[src/rtl/ram_wr_sched.sv]
// Write-port scheduler for the 256x9 write-only RAM: round-robin arbitration of two
// valid/ready requesters plus a clear-memory sweep after reset and on init_start.
module ram_wr_sched #(
    parameter int unsigned          AW       = 8,
    parameter int unsigned          DW       = 9,
    parameter int unsigned          DEPTH    = 256,
    parameter logic [DW-1:0]        INIT_VAL = '0
) (
    input  logic          clk,
    input  logic          rst,
    input  logic          init_start,
    output logic          init_busy,
    input  logic          r0_valid,
    output logic          r0_ready,
    input  logic [AW-1:0] r0_addr,
    input  logic [DW-1:0] r0_data,
    input  logic          r1_valid,
    output logic          r1_ready,
    input  logic [AW-1:0] r1_addr,
    input  logic [DW-1:0] r1_data,
    output logic          mem_we,
    output logic [AW-1:0] mem_addr,
    output logic [DW-1:0] mem_di,
    output logic          last_grant,
    output logic [15:0]   wr_count
);

    typedef enum logic {
        S_INIT,
        S_RUN
    } state_t;

    state_t        state;
    state_t        state_nxt;
    logic [AW-1:0] sweep_ptr;
    logic          sweep_last;

    assign sweep_last = (sweep_ptr == AW'(DEPTH - 1));

    always_ff @(posedge clk or posedge rst) begin
        if (rst) begin
            state <= S_INIT;
        end else begin
            state <= state_nxt;
        end
    end

    // init_start in S_RUN suppresses both grants so the sweep wins any pending request
    always_comb begin
        state_nxt = state;
        init_busy = 1'b0;
        r0_ready  = 1'b0;
        r1_ready  = 1'b0;
        case (state)
            S_INIT: begin
                init_busy = 1'b1;
                if (sweep_last) begin
                    state_nxt = S_RUN;
                end
            end
            S_RUN: begin
                if (init_start) begin
                    state_nxt = S_INIT;
                end else begin
                    r0_ready = r0_valid && (!r1_valid || last_grant);
                    r1_ready = r1_valid && (!r0_valid || !last_grant);
                end
            end
            default: state_nxt = S_INIT;
        endcase
    end

    always_ff @(posedge clk or posedge rst) begin
        if (rst) begin
            sweep_ptr  <= '0;
            mem_we     <= 1'b0;
            mem_addr   <= '0;
            mem_di     <= '0;
            last_grant <= 1'b1;
            wr_count   <= '0;
        end else if (state == S_INIT) begin
            mem_we    <= 1'b1;
            mem_addr  <= sweep_ptr;
            mem_di    <= INIT_VAL;
            sweep_ptr <= sweep_last ? '0 : sweep_ptr + AW'(1);
        end else if (r0_ready) begin
            mem_we     <= 1'b1;
            mem_addr   <= r0_addr;
            mem_di     <= r0_data;
            last_grant <= 1'b0;
            if (wr_count != '1) begin
                wr_count <= wr_count + 16'd1;
            end
        end else if (r1_ready) begin
            mem_we     <= 1'b1;
            mem_addr   <= r1_addr;
            mem_di     <= r1_data;
            last_grant <= 1'b1;
            if (wr_count != '1) begin
                wr_count <= wr_count + 16'd1;
            end
        end else begin
            mem_we <= 1'b0;
        end
    end

endmodule

[config.mk]
export PLATFORM = sky130hd
export DESIGN_NAME = ram_wr_sched
export DESIGN_NICKNAME = d
export VERILOG_FILES = /design/src/rtl/ram_wr_sched.sv
export SDC_FILE = /design/constraint.sdc
export NUM_CORES = 1
export LEC_CHECK = 0
export BUFFER_PORTS_ARGS = -buffer_cell sky130_fd_sc_hd__buf_2
export CORE_ASPECT_RATIO = 0.5
export CORE_UTILIZATION = 39
export DETAILED_ROUTE_END_ITERATION = 10
export GPL_TIMING_DRIVEN = 0
export PLACE_DENSITY = 0.75
export SLEW_MARGIN = 20
export SYNTH_ARGS = -nofsm -noshare
export SYNTH_HDL_FRONTEND = slang
export SYNTH_SLANG_ARGS = --single-unit
[constraint.sdc]
create_clock -name clk -period 2 [get_ports clk]
set_input_delay 0.1 -clock clk [delete_from_list [all_inputs] [get_ports clk]]
set_output_delay 0.1 -clock clk [all_outputs]
set_load 0.03 [all_outputs]
==> results of run 1 <==
[metal layers]
| metal | part of all wire (%) | vias up | track usage (%) |
|---|---|---|---|
| met1 | 46 | 957 | 24.7 |
| met3 | 4.2 | 13 | 4.80 |
| met5 | 0 | - | 0 |
| li1 | - | 935 | - |
| met4 | 2.5 | 0 | 9.14 |
| met2 | 47 | 42 | 29.6 |
[area by class of cell]
| type | instances | area [um^2] | share of cell area (%) |
|---|---|---|---|
| inverter | 12 | 45.0 | 1.53 |
| tap | 73 | 91.3 | 3.10 |
| clock inverter | 1 | 5.00 | 0.170 |
| timing repair buffer | 80 | 433 | 14.7 |
| buffer | 12 | 77.6 | 2.63 |
| multi-input combinational | 143 | 1060 | 35.9 |
| clock buffer | 7 | 133 | 4.50 |
| sequential | 44 | 1100 | 37.5 |
[per-stage QoR]
step | util, % | TNS (ns) | instance area [um^2]
detailed placement | 49.9 | 0 | 2760
finish | 53.2 | 0 | 2950
floorplan | - | 0 | 2260
global placement | 49.4 | 0 | 2740
CTS | 52.7 | 0 | 2920
global route | 53.2 | -0.00425 | 2950
[report_power, final]
group          total, mW  internal (mW)  switching (mW)
registers           1.14           1.03           0.117
clock network      0.788          0.462           0.326
logic              0.529          0.213           0.316
[flip-flops by register name, indices dropped and copies added, names as in the netlist]
signal and cells:
wr_count 16, mem_di 9, mem_addr 8, sweep_ptr 8, state 1, last_grant 1
mem_we 1
[cell usage in the layout, fill, tap and decap left out, types with 3 or more instances in the layout]
master / n
sky130_fd_sc_hd__xor2_1: 11
sky130_fd_sc_hd__o21ai_1: 12
sky130_fd_sc_hd__o221ai_1: 6
sky130_fd_sc_hd__nand3_1: 20
sky130_fd_sc_hd__nor4_2: 3
sky130_fd_sc_hd__a31oi_1: 3
sky130_fd_sc_hd__inv_1: 11
sky130_fd_sc_hd__clkbuf_1: 5
sky130_fd_sc_hd__buf_6: 3
sky130_fd_sc_hd__nand2_1: 13
sky130_fd_sc_hd__mux2i_1: 17
sky130_fd_sc_hd__nor2b_1: 3
sky130_fd_sc_hd__nand4_1: 4
sky130_fd_sc_hd__a21oi_1: 3
sky130_fd_sc_hd__buf_2: 76
sky130_fd_sc_hd__dfrtp_1: 41
sky130_fd_sc_hd__nor2_1: 9
sky130_fd_sc_hd__xnor2_1: 5
sky130_fd_sc_hd__buf_4: 4
sky130_fd_sc_hd__clkbuf_16: 5
[final timing paths]
kind | from | endpoint | cells after the start
max | state$_DFF_PP0_ | r0_ready | 5
min | r1_data[1] | mem_di[1]$_DFFE_PP0P_ | 3
max reg2reg | wr_count[0]$_DFFE_PP0P_ | wr_count[14]$_DFFE_PP0P_ | 6
min reg2reg | wr_count[9]$_DFFE_PP0P_ | wr_count[9]$_DFFE_PP0P_ | 1
max in group asynchronous | rst | last_grant$_DFFE_PP1P_ | 4
min in group asynchronous | rst | wr_count[6]$_DFFE_PP0P_ | 3
[cells by family after synthesis]
group | after synthesis | synth area share (%)
simple gates | 71 | 19.6
flops | 44 | 48.8
compound gates | 34 | 10.1
buf+inv | 24 | 4.93
mux | 19 | 8.52
xor+xnor | 17 | 6.92
fa+ha+maj | 2 | 1.11
[tightest hold or removal path, cell delays in order]
cell and delay (ns):
sky130_fd_sc_hd__buf_2 0.07, sky130_fd_sc_hd__mux2i_1 0.05, sky130_fd_sc_hd__o21ai_1 0.10
[repair_timing]
item | in CTS | in global routing
endpoints found under the hold margin | 20 | 0
hold buffers | 1 | 0
resized for setup | 3 | 6
setup endpoints to repair | 5 | 12
pin swaps | 0 | 0
buffers inserted | 0 | 2
cloned | 0 | 0
==> Implementation_results.wiki, run 1 <==
{| class="wikitable"
! Metric !! Value
|-
| Final Hold Vio Count || 0
|-
| Clock tree from TritonCTS || done
|-
| H-tree depth || 2
|-
| CP max stage delay || 0.39 ns
|-
| Worst slack at placement || 0.00219 ns
|-
| Die Footprint || 6120 um^2
|-
| Number of antenna violations at the first check in global routing || 0
|-
| Count of buffers inserted at the top-level ports || 76
|-
| Layout Cells excl Fill || 372
|-
| Outcome || finished, violations left
|-
| Core area || 5540 um^2
|-
| Number of warnings reported in the yosys synthesis log || 0
|-
| Cell types with the largest area share after synthesis || sky130_fd_sc_hd__dfrtp_1 (48%), sky130_fd_sc_hd__mux2i_1 (7.5%), sky130_fd_sc_hd__nand3_1 (4.4%)
|-
| Data arrival time of the critical path || 1.75 ns
|-
| Required time of the critical path || 1.90 ns
|-
| Buffer cell driving the clock tree root || sky130_fd_sc_hd__clkbuf_16
|-
| Total power after layout || 2.46 mW
|-
| RSZ-0062 raised after global routing || yes
|-
| Count of maximum capacitance violations || 0
|-
| Number of placement rows || 19
|-
| Final global-route overflow total || 0
|-
| Width of the die || 110 um
|-
| Total DRC errors in the routed layout || 2
|-
| Area growth, synth to finish || 30.4%
|-
| Die height || 55.8 um
|-
| Placed cell count || 361
|-
| Final net count || 339
|-
| Final setup fails || 0
|-
| Routability-driven placement congestion ratio || 0.794
|-
| Number of I/O pins || 77
|-
| Cell with the biggest individual delay on the critical path || sky130_fd_sc_hd__dfrtp_1
|-
| Maximum vdd ir drop || 433 uV
|-
| Overall Global Routing Usage || 19.0%
|-
| Family with the most delay on the worst path || buffers and inverters
|-
| Count of filler cells inserted in the layout || 500
|-
| Antenna violation net count after detailed routing || 0
|-
| Count of flip-flops with a built-in enable after synthesis || 0
|-
| Most area-hungry cell type in the Yosys netlist || sky130_fd_sc_hd__dfrtp_1
|-
| Most frequent cell after synthesis || sky130_fd_sc_hd__dfrtp_1
|-
| Number of distinct standard cells referenced by the synthesized netlist || 46
|-
| Clock buffer depth || 2
|-
| Fin. max-slew vios || 0
|-
| Most frequent CP cell || sky130_fd_sc_hd__buf_4
|-
| Synthesized instance count || 211
|-
| Per-instance average area after synthesis || 10.7 um^2
|-
| Count of buffering cells on the critical path with inverters included || 3
|-
| Via total after detailed routing || 1,947
|-
| Number of design-rule violations left by the first detailed-router iteration || 68
|-
| Latest clock arrival within the worst-skew pair || 0.29 ns
|-
| Netlist area before placement || 2260 um^2
|-
| Violated checks || design-rule violations
|-
| Sequence of cells on the critical path || nand2b_1 -> a211oi_1 -> buf_4 -> buf_4 -> buf_2
|-
| Worst slew margin relative to its limit || 64.7%
|-
| Number of synthesized register bits || 44
|-
| Pwr dens || 835 nW/um^2
|-
| Final worst hold slack || 0.0870 ns
|-
| Global-route wire length before repair || 8770 um
|-
| Number of iterations in the first detailed-routing pass || 7
|-
| Clk_skew || 0.00712 ns
|-
| CP Launch Type || flop
|-
| Largest fanout on the critical path || 10
|-
| Final HPWL DP || 3840 um
|-
| Slack of the critical path || 0.151 ns
|-
| Area share of the largest cell type after synthesis || 47.6%
|-
| Type of the worst setup path || reg2out
|-
| Largest net degree at the start of global routing || 25
|-
| Nature of the critical path endpoint || primary output
|-
| Initial core utilization || 40.8%
|-
| Maximum achievable frequency || 541 MHz
|-
| Post-route clock period utilization || 92.4%
|-
| Most used standard cells in the synthesized netlist || sky130_fd_sc_hd__dfrtp_1 (43), sky130_fd_sc_hd__nand3_1 (20), sky130_fd_sc_hd__mux2i_1 (17), sky130_fd_sc_hd__nand2_1 (13)
|-
| Vias in the first global route || 1,864
|-
| Vias per cell || 5.23
|-
| Post-detailed-route wirelength per cell || 14.0 um
|-
| Actual slew at the worst max-slew pin || 0.526 ns
|-
| Synth async-reset ratio || 100%
|-
| Synthesized net count || 252
|-
| Drt total wl || 5200 um
|-
| Worst setup slack for register-to-register paths || 0.16 ns
|-
| Cts bufs inserted || 5
|-
| Portion of the post-synthesis area used by sequential elements || 48.8%
|-
| Minimum period implied by the final worst setup slack || 1.85 ns
|-
| Diodes inserted || 0
|-
| Share of cells above drive strength 1 || 37.5%
|-
| Reported leakage power || 1.43 nW
|-
| Clock-pin slew reported for the worst setup and hold paths after clock tree synthesis || 0.06 ns
|-
| CTS sink cnt || 44
|-
| Type of the tightest min-delay check || in2reg
|-
| Dominant register cell in the synthesized netlist || sky130_fd_sc_hd__dfrtp_1
|}
(Power assumes the default switching activity.)
==> inputs of run 2 (changes only) <==
CAP_MARGIN = 20   (was unset)
clock period = 2.3 ns   (was 2 ns; I/O delays follow)
==> Implementation_results.wiki, run 2 (synthesis gave the netlist of run 1 again) <==
{| class="wikitable"
! Metric !! Value
|-
| Count of buffers inserted at the top-level ports || 76 (unchanged)
|-
| Latest clock arrival within the worst-skew pair || 0.28 ns (about the same)
|-
| Final Hold Vio Count || 0 (unchanged)
|-
| Logic gate share of total power || 18.7% (-2.8 points)
|-
| Clock tree from TritonCTS || done
|-
| Pwr dens || 835 nW/um^2 (about the same)
|-
| CTS sink cnt || 44 (unchanged)
|-
| Post-detailed-route wirelength per cell || 14.6 um (+4.3%)
|-
| Seq pwr share || 40.1% (-6.4 points)
|-
| Global-route wire length before repair || 8960 um (+2.2%)
|-
| Clock buffer depth || 2 (unchanged)
|-
| Largest fanout on the critical path || 9 (-1)
|-
| Final net count || 337 (-0.59%)
|-
| Routability-driven placement congestion ratio || 0.776 (-2.2%)
|-
| Most frequent standard cell in the layout excluding fill and tap cells || sky130_fd_sc_hd__buf_2
|-
| Sum of negative setup slack || 0 ns (unchanged)
|-
| Sequence of cells on the critical path || ha_1 -> buf_2 -> nand4_1 -> nor3_1 -> or4b_4 -> xnor2_2
|-
| Register with the highest flop count || wr_count
|-
| Cts bufs inserted || 5 (unchanged)
|-
| Count of filler cells inserted in the layout || 487 (-2.6%)
|-
| Fin. max-slew vios || 0 (unchanged)
|-
| Setup repair bufs after CTS || 0 (unchanged)
|-
| Type of the tightest min-delay check || in2reg
|-
| Required time of the critical path || 2.46 ns (+0.56 ns)
|-
| Clock-pin slew reported for the worst setup and hold paths after clock tree synthesis || 0.06 ns (about the same)
|-
| Minimum period implied by the final worst setup slack || 2.09 ns
|-
| Commonest cells after routing, fill and taps aside || sky130_fd_sc_hd__buf_2 (78), sky130_fd_sc_hd__dfrtp_1 (43), sky130_fd_sc_hd__nand3_1 (20)
|-
| Maximum achievable frequency || 477 MHz
|-
| Via total after detailed routing || 1,936 (-0.56%)
|-
| Post-Place Cell Area || 2750 um^2 (-0.36%)
|-
| RSZ-0062 raised after global routing || no
|-
| Data arrival time of the critical path || 2.26 ns (+0.51 ns)
|-
| Die height || 55.8 um (unchanged)
|-
| Flip-flop count of the largest register, all copies and words added || 16 (unchanged)
|-
| Largest net degree at the start of global routing || 28 (+12%)
|-
| Antenna violation net count after detailed routing || 0 (unchanged)
|-
| Diodes inserted || 0 (unchanged)
|-
| CP max stage delay || 0.53 ns (+0.14 ns)
|-
| Number of I/O pins || 77 (unchanged)
|-
| Design internal power || 1.81 mW (+6.2%)
|-
| Nature of the critical path endpoint || flop
|-
| Initial core utilization || 40.8% (unchanged)
|-
| Family with the most delay on the worst path || simple AND/OR/NAND/NOR gates
|-
| Final setup fails || 0 (unchanged)
|-
| Number of design-rule violations left by the first detailed-router iteration || 97 (+43%)
|-
| Core area || 5540 um^2 (unchanged)
|-
| Buffer cell driving the clock tree root || sky130_fd_sc_hd__clkbuf_16
|-
| Outcome || finished, violations left
|-
| CP Launch Type || flop
|-
| Width of the die || 110 um (unchanged)
|-
| Start of the worst register-to-register path || wr_count[0]$_DFFE_PP0P_
|-
| Number of antenna violations at the first check in global routing || 0 (unchanged)
|-
| Share of cells above drive strength 1 || 36.0% (-1.4 points)
|-
| Worst slew margin relative to its limit || 65.7% (+1.0 points)
|-
| Area growth, synth to finish || 31.7%
|-
| Final HPWL DP || 4050 um (+5.5%)
|-
| Count of maximum capacitance violations || 0 (unchanged)
|-
| Vias per cell || 5.23 (about the same)
|-
| Net switching component of the power || 680 uW (-10%)
|-
| CP Launch Point || wr_count[0]$_DFFE_PP0P_
|-
| Final standard cell area without fillers || 2980 um^2 (+1.0%)
|-
| Number of placement rows || 19 (unchanged)
|-
| Clock network fraction of design power || 41.2% (+9.2 points)
|-
| Total DRC errors in the routed layout || 2 (unchanged)
|-
| Type of the worst setup path || reg2reg
|-
| Switching power as a share of total power || 27.4% (-3.5 points)
|-
| Overall Global Routing Usage || 19.0% (-0.025 points)
|-
| Startpoint of the tightest hold check path || r1_data[5]
|-
| Actual slew at the worst max-slew pin || 0.511 ns (-0.0151 ns)
|-
| Maximum vdd ir drop || 443 uV (+2.3%)
|-
| Vias in the first global route || 1,935 (+3.8%)
|-
| H-tree depth || 2 (unchanged)
|-
| Cell with the biggest individual delay on the critical path || sky130_fd_sc_hd__or4b_4
|-
| Reported leakage power || 1.44 nW (+1.0%)
|-
| Drt total wl || 5400 um (+3.7%)
|-
| Violated checks || design-rule violations
|-
| Registers with the highest flip-flop counts || wr_count (16), mem_di (9)
|-
| Number of iterations in the first detailed-routing pass || 7 (unchanged)
|-
| Count of buffering cells on the critical path with inverters included || 1 (-2)
|-
| Post-route clock period utilization || 91.1%
|-
| Clk_skew || 0.00589 ns (-0.00122 ns)
|-
| Die Footprint || 6120 um^2 (unchanged)
|-
| Final global-route overflow total || 0 (unchanged)
|}
run 2: cell types whose count changed in the layout (fill, tap and decap cells not counted), moves of 2 or more:
cell                        before  now
sky130_fd_sc_hd__dfrtp_1        41   43
sky130_fd_sc_hd__bufinv_16       0    3
sky130_fd_sc_hd__buf_4           4    1
sky130_fd_sc_hd__dfrtp_2         2    0
sky130_fd_sc_hd__clkbuf_2        2    0
sky130_fd_sc_hd__buf_2          76   78
run 2: metrics by stage:
| stage | worst slack (ns) | hold WS [ns] | utilization, % | instances | power, mW |
|---|---|---|---|---|---|
| after floorplan | 0.279 | 0.297 | - | 211 | 1.31 |
| after global placement | 0.304 | 0.386 | 49.3 | 360 | 1.44 |
| after detailed placement | 0.254 | 0.132 | 49.7 | 361 | 1.48 |
| after CTS | 0.211 | 0.105 | 53.8 | 370 | 2.51 |
| after global routing | 0.0454 | 0.105 | 53.8 | 370 | 2.60 |
| final | 0.205 | 0.105 | 53.8 | 370 | 2.49 |
run 2: worst paths after layout:
path / to / depth (start not counted) / slack (ns)
min reg2reg: wr_count[9]$_DFFE_PP0P_ / 1 / 0.50
min: mem_di[5]$_DFFE_PP0P_ / 3 / 0.10
max in group asynchronous: last_grant$_DFFE_PP1P_ / 4 / 1.36
min in group asynchronous: mem_we$_DFF_PP0_ / 3 / 0.39
max reg2reg: wr_count[14]$_DFFE_PP0P_ / 6 / 0.21
max: wr_count[14]$_DFFE_PP0P_ / 6 / 0.21
run 2: power groups by stage:
stage	sequential (mW)	clock (mW)	combinational [mW]
final	0.998	1.02	0.464
after global routing	1.02	1.07	0.509
after CTS	0.997	1.04	0.470
after detailed placement	1.01	0	0.467
after global placement	0.996	0	0.446
after floorplan	1.11	0	0.197
run 2: layout make-up:
cell class / instances / area, um^2 / share of cell area, %
inverters: 12 / 45.0 / 1.51
clock inverters: 3 / 90.1 / 3.03
plain buffers: 12 / 66.3 / 2.23
repair buffers: 78 / 410 / 13.8
well taps: 73 / 91.3 / 3.07
multi-input cells: 143 / 1050 / 35.2
flip-flops and latches: 44 / 1100 / 37.0
clock buffers: 5 / 125 / 4.20
run 2: what timing repair did:
| item | CTS | global route |
|---|---|---|
| resized for setup | 0 | 0 |
| hold buffers | 1 | 0 |
| hold endpoints to repair | 17 | 0 |
run 2: metal layers:
metal / GRT usage [%] / vias to the layer above / share of wire (%)
met5: 0 / - / 0
met4: 4.00 / 0 / 0.70
met3: 4.10 / 6 / 4.2
met2: 32.6 / 51 / 51
met1: 24.6 / 957 / 44
li1: - / 922 / -
run 2: worst register-to-register path, cell delays in order, from the launching register on:
cell and delay, ns:
sky130_fd_sc_hd__dfrtp_1 0.42, sky130_fd_sc_hd__ha_1 0.16, sky130_fd_sc_hd__buf_2 0.21, sky130_fd_sc_hd__nand4_1 0.18, sky130_fd_sc_hd__nor3_1 0.33, sky130_fd_sc_hd__or4b_4 0.53, sky130_fd_sc_hd__xnor2_2 0.14
